<file path="src/rtl/mult_acc_stage.sv">
// mult_acc_stage: frame-based multiply-accumulate front end.
// Operand pairs are accepted with a valid/ready handshake and registered
// onto mul_x/mul_y, which feed an external combinational 6x6 multiplier.
// The returned product is summed one edge after its accept. After LEN
// products the completed sum is presented on acc_out with out_valid, and it
// stays there until downstream takes it with out_ready.
module mult_acc_stage #(
  parameter int LEN   = 4,
  parameter int ACC_W = 16
) (
  input  logic             clk,
  input  logic             rst_n,
  input  logic             in_valid,
  output logic             in_ready,
  input  logic [5:0]       in_x,
  input  logic [5:0]       in_y,
  output logic [5:0]       mul_x,
  output logic [5:0]       mul_y,
  input  logic [11:0]      prdct_in,
  output logic             out_valid,
  input  logic             out_ready,
  output logic [ACC_W-1:0] acc_out,
  output logic [4:0]       frame_cnt
);

  typedef enum logic [1:0] {
    IDLE,
    ACC,
    DONE
  } state_t;

  localparam logic [4:0] LEN_C = 5'(LEN);

  state_t     state;
  logic       pvld;        // mul_x/mul_y hold a pair accepted on the last edge
  logic [4:0] accept_cnt;  // operand pairs accepted in the current frame
  logic       accept;

  // Ready depends only on state and the accept counter, so neither
  // handshake input reaches an output combinationally.
  assign in_ready = (state == IDLE) || ((state == ACC) && (accept_cnt < LEN_C));
  assign accept   = in_valid && in_ready;

  // Operand capture, delayed accumulation and frame sequencing.
  // NOTE: every register here resets asynchronously and is updated with
  // non-blocking assignments, so all of them see pre-edge values of each other.
  always_ff @(posedge clk or negedge rst_n) begin
    if (!rst_n) begin
      state      <= IDLE;
      out_valid  <= 1'b0;
      pvld       <= 1'b0;
      accept_cnt <= '0;
      mul_x      <= '0;
      mul_y      <= '0;
      acc_out    <= '0;
      frame_cnt  <= '0;
    end else begin
      pvld <= accept;

      if (accept) begin
        mul_x      <= in_x;
        mul_y      <= in_y;
        accept_cnt <= accept_cnt + 5'd1;
      end

      // The product of the pair registered last edge is valid this cycle.
      if (pvld) begin
        acc_out   <= acc_out + ACC_W'(prdct_in);
        frame_cnt <= frame_cnt + 5'd1;
      end

      case (state)
        IDLE: begin
          if (accept) state <= ACC;
        end
        ACC: begin
          // Last product lands on this edge, so acc_out is final with out_valid.
          if (pvld && (frame_cnt + 5'd1 == LEN_C)) begin
            state     <= DONE;
            out_valid <= 1'b1;
          end
        end
        DONE: begin
          // pvld is always 0 here: the last product was summed on entry.
          if (out_ready) begin
            state      <= IDLE;
            out_valid  <= 1'b0;
            acc_out    <= '0;
            frame_cnt  <= '0;
            accept_cnt <= '0;
          end
        end
        default: state <= IDLE;
      endcase
    end
  end

endmodule
</file>
<file path="config.mk">
export PLATFORM = sky130hd
export DESIGN_NAME = mult_acc_stage
export DESIGN_NICKNAME = d
export VERILOG_FILES = /design/src/rtl/mult_acc_stage.sv
export SDC_FILE = /design/constraint.sdc
export NUM_CORES = 1
export LEC_CHECK = 0
export BUFFER_PORTS_ARGS = -buffer_cell sky130_fd_sc_hd__clkbuf_2
export CAP_MARGIN = 20
export CORE_UTILIZATION = 45
export DETAILED_ROUTE_END_ITERATION = 8
export PLACE_DENSITY = 0.78
export SLEW_MARGIN = 10
export SYNTH_ARGS = -nofsm -noshare
export SYNTH_HDL_FRONTEND = slang
export SYNTH_SLANG_ARGS = --single-unit
</file>
<file path="constraint.sdc">
create_clock -name clk -period 4.4 [get_ports clk]
set_input_delay 0.22 -clock clk [delete_from_list [all_inputs] [get_ports clk]]
set_output_delay 0.22 -clock clk [all_outputs]
set_load 0.05 [all_outputs]
</file>
; Word-level counts from Yosys, hierarchy flattened
; Index checks and enable logic that the tools add are counted.
[totals]
register_bits = 42
latch_bits = 0
ramBits = 0
mem_bits_ro = 0
wordCells = 42
mem_count = 0
[op_classes]
addsub = 3
multipliers = 0
div = 0
order_cmp = 1
n_eq_ne = 6
shifts = 0
mux = 16
n_bitwise = 0
n_reduce_logical = 8
[op_table]
columns = cell, count
row1 = $mux W16, 3
row2 = $mux W5, 6
row3 = $add A16 B12 Y16, 1
row4 = $add A5 B1 Y5 const B, 2
row5 = $mux W2, 3
row6 = $pmux W2 S3, 1
row7 = $reduce_and A3 Y1, 2
row8 = $eq A5 B3 Y1 const B, 1
row9 = $lt A5 B3 Y1 const B, 1
row10 = $ne A2 B2 Y1 const B, 2
row11 = $logic_and A1 B1 Y1, 3
row12 = $eq A2 B1 Y1 const B, 1
row13 = $eq A2 B2 Y1 const B, 1
row14 = $logic_not A2 Y1, 1
row15 = $mux W1, 2
row16 = $ne A2 B1 Y1 const B, 1
row17 = $pmux W1 S2, 1
row18 = $reduce_bool A2 Y1, 1
row19 = $logic_or A1 B1 Y1, 1

; Longest topological paths before layout
[depth]
ltp_word = 7
mapped_depth = 7
ltp_nobuf = 7

; Worst setup path after synthesis
; Ideal clock, no wire load.
[synth_timing]
kind = register to register
from = register acc_out[0]
to = register acc_out[8]
setup_time_ns = 0.143
arrival_ns = 2.242
required_time_ns = 4.257
slack_ns = 2.014
stages_incl_launch_ff = 8
period_less_slack_ns = 2.386
path_cell_list = dfrtp_1 ha_1 fa_1 a21o_1 a221oi_1 o21ai_0 xnor2_1 a21oi_1
[synth_via]
elab_chain_len = 4
[synth_lines]
columns = element, line
row1 = "start, declared", 22  ; output logic [ACC_W-1:0] acc_out,
row2 = "start signal, assigned", 68  ; acc_out <= acc_out + ACC_W'(prdct_in);
row3 = $add A16 B12 Y16 (*), 68
row4 = $mux W16 (*), 67  ; if (pvld) begin
row5 = $mux W16, 85  ; if (out_ready) begin
row6 = $mux W16 (*), 72  ; case (state)
; Mark *: on every way between the ends. The rest lies on a longest branch, timed or not.
; A chain may end at the register's enable or synchronous reset.

; Final worst setup path
; Same ends and word-level chain as after synthesis.

==> PnR_summary.wiki <==
{| class="wikitable"
! Metric !! Value
|-
| Max incr delay on CP || 0.57 ns
|-
| Transition time at the pin with the least slew margin || 1.04 ns
|-
| Crit path cell chain || ha_1, fa_1, a21o_1, a221oi_1, o21ai_0, xnor2_1, a21oi_1
|-
| Drt pass-1 iters || 6
|-
| TritonCTS clock tree || yes
|-
| Antenna violations before repair || 0
|-
| Worst reg2reg setup slack || 1.99 ns
|-
| DR vias || 1957
|-
| Total number of clock tree sinks || 42
|-
| Proportion of layout cells with a drive suffix above 1 || 0.298
|-
| Synth Net Count || 273
|-
| Effective utilization at floorplan || 0.467
|-
| Post-synthesis area per instance || 10.4 um2
|-
| Setup clock skew after layout || 0.00911 ns
|-
| Startpoint type of the worst setup path || register
|-
| Highest net fanout along the worst path || 4
|-
| Final Hold Viols || 0
|-
| GP Congestion || 0.832
|-
| Area of the die || 0.00556 mm2
|-
| Average detailed-routed wire length per instance || 13.4 um
|-
| Largest cells by area after synthesis || sky130_fd_sc_hd__dfrtp_1 44%, sky130_fd_sc_hd__ha_1 7.9%, sky130_fd_sc_hd__mux2_2 5.7%
|-
| Postcts setup bufs || 0
|-
| I/O pin total || 63
|-
| Remaining global-route overflow || 0
|-
| Largest net degree at the start of global routing || 43
|-
| DRC violations left || 0
|-
| Number of port buffers || 62
|-
| Avg Vias per Cell || 5.36
|-
| Worst min-delay path startpoint || in_y[3]
|-
| Minimum setup slack after placement || 2.03 ns
|-
| Crit-path slowest cell || sky130_fd_sc_hd__a221oi_1
|-
| Final setup margin || 1.99 ns
|-
| Antenna Cells || 0
|-
| Final Setup Violations || 0
|-
| Critical Path RT || 4.54 ns
|-
| Post-synthesis instance total || 229
|-
| CTS buffer count || 5
|-
| Num rows || 26
|-
| Crit Reg-Reg Endpoint || acc_out[8]$_DFF_PN0_
|-
| Global-route wire length before repair || 8.22 mm
|-
| Post-synthesis cell area || 0.00237 mm2
|-
| F_max || 0.415 GHz
|-
| Count of hold-fix buffers inserted at cts || 0
|-
| Max Cap Viol || 0
|-
| Post-layout nets || 338
|-
| Synthesis-to-finish area growth || 21.5%
|-
| Reg-to-reg critical path startpoint || acc_out[0]$_DFF_PN0_
|-
| Setup repair after global routing missed its margin || false
|-
| Tightest Hold Check Type || primary input to register
|-
| Initial DRC Count || 86
|-
| Clock transition time at the flip-flop clock pins of the worst setup and hold paths || 0.08 ns
|-
| Total detailed-routing wirelength || 4.91 mm
|-
| Post-detail-place hpwl || 3.52 mm
|-
| CP Capture Type || register
|-
| Syn. warnings || 0
|-
| Worst Path Arrival || 2.55 ns
|-
| Distinct cell type count after synthesis || 44
|-
| Period Utilization, post-route || 0.548
|-
| Clock network latency to the later pin of the worst-skew pair || 0.29 ns
|-
| Logic depth of the worst register-to-register path || 7
|-
| CTS Root Buffer Type || sky130_fd_sc_hd__clkbuf_8
|-
| Final max-slew violation count || 0
|-
| Clock period minus worst slack || 2.41 ns
|-
| Fin Setup TNS || 0 ns
|-
| Die Span X || 74.6 um
|-
| Height of the die || 74.6 um
|-
| Tightest slew margin relative to the limit || 0.310
|-
| Kind of critical path || register to register
|-
| Max Root-Sink Buffers || 2
|-
| Count of state elements after synthesis || 42
|-
| WHS Endpoint || mul_y[3]$_DFFE_PN0N_
|-
| Hold depth || 2
|-
| Vias in the first global route || 1825
|-
| Status || completed
|-
| CTS H-tree lvls || 2
|-
| Resized Gates After CTS || 0
|-
| Largest area contributor in the synthesized netlist || sky130_fd_sc_hd__dfrtp_1
|-
| Sequential share of the synthesized area || 0.443
|-
| Total routing usage reported by global routing || 0.192
|-
| Share of the synthesized area in the top cell type || 0.443
|-
| Antenna violation net count after detailed routing || 0
|-
| Placeable core region || 0.00507 mm2
|}
==> cell type report <==
cell class / count / area, um2
Clock buffer: 6 / 72.6
Clock inverter: 2 / 37.5
Fill cell: 489 / 2190
Inverter: 4 / 15.0
Multi-Input combinational cell: 176 / 1270
Sequential cell: 42 / 1050
Tap cell: 70 / 87.6
Timing Repair Buffer: 65 / 348
==> worst max-delay path: cells and delay by family (launching register included) <==
kind            cells  cell delay (ns)
compound gates      4             1.06
fa+ha+maj           2             0.62
xor+xnor            1             0.17
flops               1             0.40
==> synthesized netlist by cell type <==
library cell                instances
sky130_fd_sc_hd__and2_1             1
sky130_fd_sc_hd__a32o_1             1
sky130_fd_sc_hd__nor2_1            20
sky130_fd_sc_hd__dfrtp_1           42
sky130_fd_sc_hd__or4_1              1
sky130_fd_sc_hd__buf_6              1
sky130_fd_sc_hd__a31oi_1            4
sky130_fd_sc_hd__o21ai_0           11
sky130_fd_sc_hd__o211ai_1           2
sky130_fd_sc_hd__nand3_1            7
sky130_fd_sc_hd__a211o_1            1
sky130_fd_sc_hd__and4_1             2
sky130_fd_sc_hd__o31ai_1            1
sky130_fd_sc_hd__a221oi_1           1
sky130_fd_sc_hd__nand2b_1           2
sky130_fd_sc_hd__xnor2_1           11
sky130_fd_sc_hd__o2bb2ai_1          1
sky130_fd_sc_hd__mux2i_1           11
sky130_fd_sc_hd__nor3_1             6
sky130_fd_sc_hd__o21ai_1            2
sky130_fd_sc_hd__or3_1              3
sky130_fd_sc_hd__o211a_1            1
sky130_fd_sc_hd__fa_1               1
sky130_fd_sc_hd__xor2_1             5
sky130_fd_sc_hd__buf_2              1
sky130_fd_sc_hd__or3_4              1
sky130_fd_sc_hd__o22ai_1            1
sky130_fd_sc_hd__inv_1              4
sky130_fd_sc_hd__o21a_1             1
sky130_fd_sc_hd__nand2_1           16
sky130_fd_sc_hd__a21oi_1           14
sky130_fd_sc_hd__and3_1             4
sky130_fd_sc_hd__a211oi_4           1
sky130_fd_sc_hd__a31o_2             2
sky130_fd_sc_hd__nor4_1             1
sky130_fd_sc_hd__and3b_1            1
sky130_fd_sc_hd__nand4_1            5
sky130_fd_sc_hd__mux2_2            12
sky130_fd_sc_hd__clkbuf_1           4
sky130_fd_sc_hd__buf_1              1
sky130_fd_sc_hd__or2_2              1
sky130_fd_sc_hd__a211oi_1           3
sky130_fd_sc_hd__ha_1              15
sky130_fd_sc_hd__a21o_1             3
==> logic make-up (layout without fill, tap and decap cells) <==
kind of cell,after synthesis,after routing,synth area share
buffers and inverters,11,77,0.0211
muxes,23,23,0.103
AOI/OAI and AO/OA,50,50,0.137
DFF,42,42,0.443
adders and majority gates,16,16,0.0876
and+or+nand+nor,71,71,0.148
xor gates and xnor gates,16,16,0.0591
==> how the worst max path moves through the flow <==
| stage | from | end | cells past startpoint |
|---|---|---|---|
| after detailed placement | acc_out[0]$_DFF_PN0_ | acc_out[8]$_DFF_PN0_ | 7 |
| after CTS | acc_out[0]$_DFF_PN0_ | acc_out[8]$_DFF_PN0_ | 7 |
| after global routing | acc_out[0]$_DFF_PN0_ | acc_out[8]$_DFF_PN0_ | 7 |
| after floorplan | acc_out[0]$_DFF_PN0_ | acc_out[8]$_DFF_PN0_ | 7 |
| final | acc_out[0]$_DFF_PN0_ | acc_out[8]$_DFF_PN0_ | 7 |
| after global placement | acc_out[0]$_DFF_PN0_ | acc_out[8]$_DFF_PN0_ | 7 |
==> state kept, by name, summed over array words and instances (netlist names) <==
name / flops
acc_out: 16
pvld: 1
out_valid: 1
frame_cnt: 5
accept_cnt: 5
state: 2
mul_y: 6
mul_x: 6
==> per-stage QoR <==
step	std cells	area [um2]	hold WS (ns)	util
final	365	2880	0.158	0.568
after global placement	355	2740	0.452	0.540
after floorplan	229	2370	-0.0756	-
after global routing	365	2880	0.144	0.568
after detailed placement	355	2740	0.459	0.540
after CTS	363	2850	0.140	0.562
==> layout by cell type (no fill, tap or decap), types with 2 or more instances in the layout <==
| cell | instances |
|---|---|
| sky130_fd_sc_hd__a31oi_1 | 4 |
| sky130_fd_sc_hd__o21ai_0 | 11 |
| sky130_fd_sc_hd__inv_1 | 4 |
| sky130_fd_sc_hd__xor2_1 | 5 |
| sky130_fd_sc_hd__mux2i_1 | 11 |
| sky130_fd_sc_hd__nand4_1 | 5 |
| sky130_fd_sc_hd__dfrtp_1 | 42 |
| sky130_fd_sc_hd__a211oi_1 | 3 |
| sky130_fd_sc_hd__nor2_1 | 20 |
| sky130_fd_sc_hd__o21ai_1 | 2 |
| sky130_fd_sc_hd__a21o_1 | 3 |
| sky130_fd_sc_hd__nand2b_1 | 2 |
| sky130_fd_sc_hd__a21oi_1 | 14 |
| sky130_fd_sc_hd__or3_1 | 3 |
| sky130_fd_sc_hd__ha_1 | 15 |
| sky130_fd_sc_hd__and3_1 | 4 |
| sky130_fd_sc_hd__clkbuf_8 | 5 |
| sky130_fd_sc_hd__nor3_1 | 6 |
| sky130_fd_sc_hd__mux2_2 | 12 |
| sky130_fd_sc_hd__a31o_2 | 2 |
| sky130_fd_sc_hd__nand3_1 | 7 |
| sky130_fd_sc_hd__nand2_1 | 16 |
| sky130_fd_sc_hd__xnor2_1 | 11 |
| sky130_fd_sc_hd__and4_1 | 2 |
| sky130_fd_sc_hd__o211ai_1 | 2 |
| sky130_fd_sc_hd__clkbuf_2 | 62 |
==> layer usage <==
layer	up-vias	routed length (um)	GRT usage
li1	973	-	-
met1	943	2350	0.266
met2	37	2340	0.312
met3	4	184	0.0420
met4	0	33	0.0356
met5	-	0	0
Power is left out: the tool's default activity adds up to more than one toggle a clock period on the data nets, which glitch-free logic cannot reach.
